## src/rtl/life_cell_serial.sv

```systemverilog
// One Game-of-Life cell (B3/S23) that sums its captured neighbour vector serially, LSB first,
// through a ripple chain of full adders. Optional macro LIFE_EARLY_DONE_EN stops counting at 4.
`timescale 1ns/1ps

module full_adder (
  input  logic a_i,
  input  logic b_i,
  input  logic cin_i,
  output logic sum_o,
  output logic cout_o
);
  assign sum_o  = a_i ^ b_i ^ cin_i;
  assign cout_o = (a_i & b_i) | (cin_i & (a_i ^ b_i));
endmodule

module life_cell_serial #(
  parameter int N_NEIGHBORS = 8,
  parameter bit INIT_ALIVE  = 1'b0,
  localparam int CW = $clog2(N_NEIGHBORS + 1)
) (
  input  logic                   clk,
  input  logic                   rst,
  input  logic                   start,
  input  logic [N_NEIGHBORS-1:0] neighbors,
  input  logic                   load,
  input  logic                   load_value,
  output logic                   alive,
  output logic                   busy,
  output logic                   done,
  output logic [CW-1:0]          count
);

  typedef enum logic [1:0] {
    S_IDLE   = 2'd0,
    S_ACCUM  = 2'd1,
    S_DECIDE = 2'd2
  } state_t;

  localparam logic [CW-1:0] IDX_LAST = CW'(N_NEIGHBORS - 1);

  state_t                 state_q, state_d;
  logic [N_NEIGHBORS-1:0] shreg_q;
  logic [CW-1:0]          idx_q;
  logic [CW-1:0]          count_q;
  logic                   alive_q;
  logic                   done_q;

  // Ripple adder: count_q + shreg_q[0]; the sum never exceeds N so the top carry is dropped.
  logic [CW-1:0] addend;
  logic [CW-1:0] carry;
  logic [CW-1:0] sum;
  logic          adder_cout_unused;

  assign addend   = {{(CW-1){1'b0}}, shreg_q[0]};
  assign carry[0] = 1'b0;

  generate
    for (genvar gi = 0; gi < CW; gi++) begin : g_fa
      if (gi == CW - 1) begin : g_msb
        full_adder u_fa (
          .a_i   (count_q[gi]),
          .b_i   (addend[gi]),
          .cin_i (carry[gi]),
          .sum_o (sum[gi]),
          .cout_o(adder_cout_unused)
        );
      end else begin : g_mid
        full_adder u_fa (
          .a_i   (count_q[gi]),
          .b_i   (addend[gi]),
          .cin_i (carry[gi]),
          .sum_o (sum[gi]),
          .cout_o(carry[gi+1])
        );
      end
    end
  endgenerate

  logic accum_last;
`ifdef LIFE_EARLY_DONE_EN
  // Four live neighbours already means death, so the remaining bits cannot matter.
  assign accum_last = (idx_q == IDX_LAST) || (sum == CW'(4));
`else
  assign accum_last = (idx_q == IDX_LAST);
`endif

  always_ff @(posedge clk) begin
    if (!rst) state_q <= S_IDLE;
    else      state_q <= state_d;
  end

  always_comb begin
    state_d = state_q;
    unique case (state_q)
      S_IDLE:   if (start) state_d = S_ACCUM;
      S_ACCUM:  if (accum_last) state_d = S_DECIDE;
      S_DECIDE: state_d = S_IDLE;
      default:  state_d = S_IDLE;
    endcase
    if (load) state_d = S_IDLE;
  end

  always_comb begin
    busy = (state_q != S_IDLE);
  end

  always_ff @(posedge clk) begin
    if (!rst) begin
      shreg_q <= '0;
      idx_q   <= '0;
      count_q <= '0;
      alive_q <= INIT_ALIVE;
      done_q  <= 1'b0;
    end else begin
      done_q <= 1'b0;
      if (load) begin
        alive_q <= load_value;
      end else begin
        unique case (state_q)
          S_IDLE: begin
            if (start) begin
              shreg_q <= neighbors;
              idx_q   <= '0;
              count_q <= '0;
            end
          end
          S_ACCUM: begin
            count_q <= sum;
            shreg_q <= shreg_q >> 1;
            idx_q   <= idx_q + CW'(1);
          end
          S_DECIDE: begin
            alive_q <= (count_q == CW'(3)) | (alive_q & (count_q == CW'(2)));
            done_q  <= 1'b1;
          end
          default: ;
        endcase
      end
    end
  end

  assign alive = alive_q;
  assign done  = done_q;
  assign count = count_q;

endmodule

```

## config.mk

```make
export PLATFORM = sky130hd
export DESIGN_NAME = life_cell_serial
export DESIGN_NICKNAME = d
export VERILOG_FILES = /design/src/rtl/life_cell_serial.sv
export SDC_FILE = /design/constraint.sdc
export NUM_CORES = 1
export LEC_CHECK = 0
export CELL_PAD_IN_SITES_DETAIL_PLACEMENT = 2
export CELL_PAD_IN_SITES_GLOBAL_PLACEMENT = 2
export CORE_ASPECT_RATIO = 1.5
export CORE_MARGIN = 2
export CORE_UTILIZATION = 31
export CTS_CLUSTER_SIZE = 14
export DETAILED_ROUTE_END_ITERATION = 10
export PLACE_DENSITY_LB_ADDON = 0.1
export SLEW_MARGIN = 20
export SYNTH_ARGS = -nofsm -noshare
export SYNTH_HDL_FRONTEND = slang
export SYNTH_SLANG_ARGS = --single-unit
```

## constraint.sdc

```tcl
create_clock -name clk -period 3.6 [get_ports clk]
set_clock_uncertainty 0.15 [all_clocks]
set_input_delay 0.9 -clock clk [delete_from_list [all_inputs] [get_ports clk]]
set_output_delay 0.9 -clock clk [all_outputs]
set_load 0.01 [all_outputs]
```

==> results.yml <==
cells_and_area:
  area_delta_synth_final_pct: 23.1
  drive_above_1_share: 0.0547
  final_nets: 146
  filler_cell_count: 354
  final-seq-area_sq_um: 400
  multiInputGateArea_sq_um: 487
  stdcell_count: 167
  antenna_cells_inserted: 0
  final_cell_area_sq_um: 1200
  finish.utilization: 0.408
yosys:
  largest_family_of_logic_cells_by_synthesized_area: "compound AO/OA/AOI/OAI gates"
  netlist_top_cells_count: "20 x dfxtp_1, 16 x a21oi_1, 16 x nand2_1, 7 x a311oi_1"
  share_of_synthesized_area_occupied_by_flip_flops_and_latches: 0.411
  synth_fa_ha_area_frac: 0.0513
  syn-cell-area_sq_um: 975
  yosys_warnings: 0
  ffs_latches_synth: 20
  synth-edff-count: 0
  postSynthCellCount: 117
  compound_gate_fraction_of_synth_area: 0.234
  post-synth-top-area-cell: "dfxtp_1"
  ys_dominant_reg_cell: "dfxtp_1"
  synth_xor_xnor_area_share: 0
  leading_post_synthesis_cells_by_cell_area: "dfxtp_1 41%, a21oi_1 8.2%, a311oi_1 6.3%, nand2_1 6.2%, ha_1 5.1%"
  synth_cell_type_count: 27
  synthesis.nets: 134
  syn-mean-instance-area_sq_um: 8.33
  yosys-mux-area-fraction: 0
  post_synthesis_simple_gate_area_fraction: 0.214
  yosys.cell_count.top_type: "dfxtp_1"
  synth_top_area_share: 0.411
  async_flop_share: 0
sta:
  relSlewSlack: 0.484
  timing_max_transition_violations_final: 0
  timing_hold_violations_final: 0
  totalNegativeSetupSlack_ps: 0
  setup_repair_after_global_routing_missed_its_margin: "no"
  achievable-frequency_mhz: 392
  worst_slack_ps: 1050
  timing.hold.ws_ps: 343
  layout_worst_path_cycle_share: 0.708
  period_needed_ps: 2550
  timing_worst_slew_pin_value_ps: 771
  setup_viol_count_final: 0
detailed_routing:
  antenna_left: 0
  routed_wl_mm: 2.77
  detail_routed_net_length_per_standard_cell_microns: 16.6
  vias: 897
  detail_route.vias_per_cell: 5.37
  drtIter0Drc: 4
  first_pass_iters: 2
  detail_route.drc_violations: 0
place:
  placement.setup.worst_slack_ps: 855
  postPlaceCellArea_sq_um: 1140
  dp_hpwl_mm: 2.05
  io_buffer_count: 19
  gp_routability_congestion: 0.747
  dpl.cell_count: 163
clock_tree:
  htreeDepth: 1
  tritoncts_clock_tree: "yes"
  clock_sink_count: 20
  clkSlewWorstSetupHoldPaths_ps: 80
  cts-buffers-inserted: 3
  cts_hold_buffers_added: 0
  post-cts-setup-buffer-count: 0
  clock_tree.root_cell: "clkbuf_8"
  clock_insertion_delay_at_the_later_pin_of_the_skew_report_ps: 260
  clock_tree.buffer_depth: 2
  cts_resized: 0
critical_path:
  crit_path_max_incr_delay_ps: 630
  critical_path_depth: 4
  critical_path.cell_chain: "clkdlybuf4s50_1 -> nor2_1 -> a21oi_1 -> a311oi_1"
  timing.critical_path.arrival_ps: 2540
  critical_path_required_ps: 3590
  timing.setup.critical_path_class: "primary input to register"
  crit_slowest_cell: "nor2_1"
  cp_startpoint_kind: "primary input"
  setup.worst_path.end_class: "register"
  worst_path_maximum_fanout: 11
  critical-path-top-delay-family: "simple AND/OR/NAND/NOR gates"
  reg2regPathDepth: 3
  critPathBufInv: 1
min_path:
  hold-path-cell-count: 2
  worstHoldPathType: "register to register"
outcome:
  run_status: "completed"
global_routing:
  grt_pass1_wl_mm: 4.58
  initial_antenna_violation_count: 0
  grt-ovfl-total: 0
  grt_use_total: 0.167
  grt_start_max_net_pins: 14
  grt_pass1_vias: 980
floorplan:
  initial_core_utilization: 0.331
  rows: 24
  core_sq_um: 2940
  die_h_microns: 72.7
  die-area_sq_um: 3620
  io_pins: 20
  floorplan.die.width_microns: 49.8
flow_run:
  max-cap-violations: 0
power_and_ir_drop:
  power_density_nw_per_um2: 388
  fin_total_pwr_mw: 0.465
  power.leakage_nw: 0.425
  irDropWorstVdd_v: 0.000173
[final timing paths]
path / from / slack [ps] / to
worst max register to register: state_q[0] / 1720 / shreg_q[2]
worst min register to register: shreg_q[4] / 340 / shreg_q[3]
worst max-delay path: load / 1050 / shreg_q[2]
worst min-delay path: shreg_q[4] / 340 / shreg_q[3]
[cell families after synthesis]
| group | count (synthesis) |
|---|---|
| compound gates | 36 |
| fa+ha+maj | 4 |
| buf+inv | 17 |
| flops | 20 |
| simple gates | 40 |
[worst register-to-register path, stage by stage, from the launching register on]
cell      delay (ps)
dfxtp_1          470
nor2b_1          650
nand2_1          120
a311oi_1         380
[report_power, final]
part	switching [mW]	internal (mW)
Clock	0.0781	0.0973
Sequential	0.00544	0.229
Combinational	0.0307	0.0248
Total	0.114	0.351
[layout by cell type (no fill, tap or decap), types with 2 or more instances in the layout]
cell and count:
nand2b_1 3, or4_1 4, nand4_1 4, nand3_1 2, nor3_1 2, ha_1 4, a311oi_1 7, dfxtp_1 20
nor2_1 2, o31ai_1 4, inv_1 5, clkbuf_8 4, a21oi_1 16, clkdlybuf4s50_1 19, o21ai_0 6, or2_2 2
nand2_1 16
[final cells by class]
cell class	count	area share
inverters	5	0.0156
clock buffers	4	0.0459
repair buffers	19	0.158
multi-input cells	80	0.406
well taps	39	0.0407
flip-flops and latches	20	0.334
[routing by layer]
| metal | up-vias | global-route usage | share of wire |
|---|---|---|---|
| li1 | 446 | - | - |
| met1 | 439 | 0.182 | 0.41 |
| met3 | 2 | 0.0123 | 0.019 |
| met2 | 10 | 0.332 | 0.56 |
| met4 | 0 | 0.0556 | 0.0083 |
| met5 | - | 0 | 0 |
[flip-flops by register name, indices dropped and copies added, names as in the netlist]
register,flops
shreg_q,8
state_q,2
alive,1
done,1
idx_q,4
count,4
Note: power is estimated with default switching activity, not from simulation.
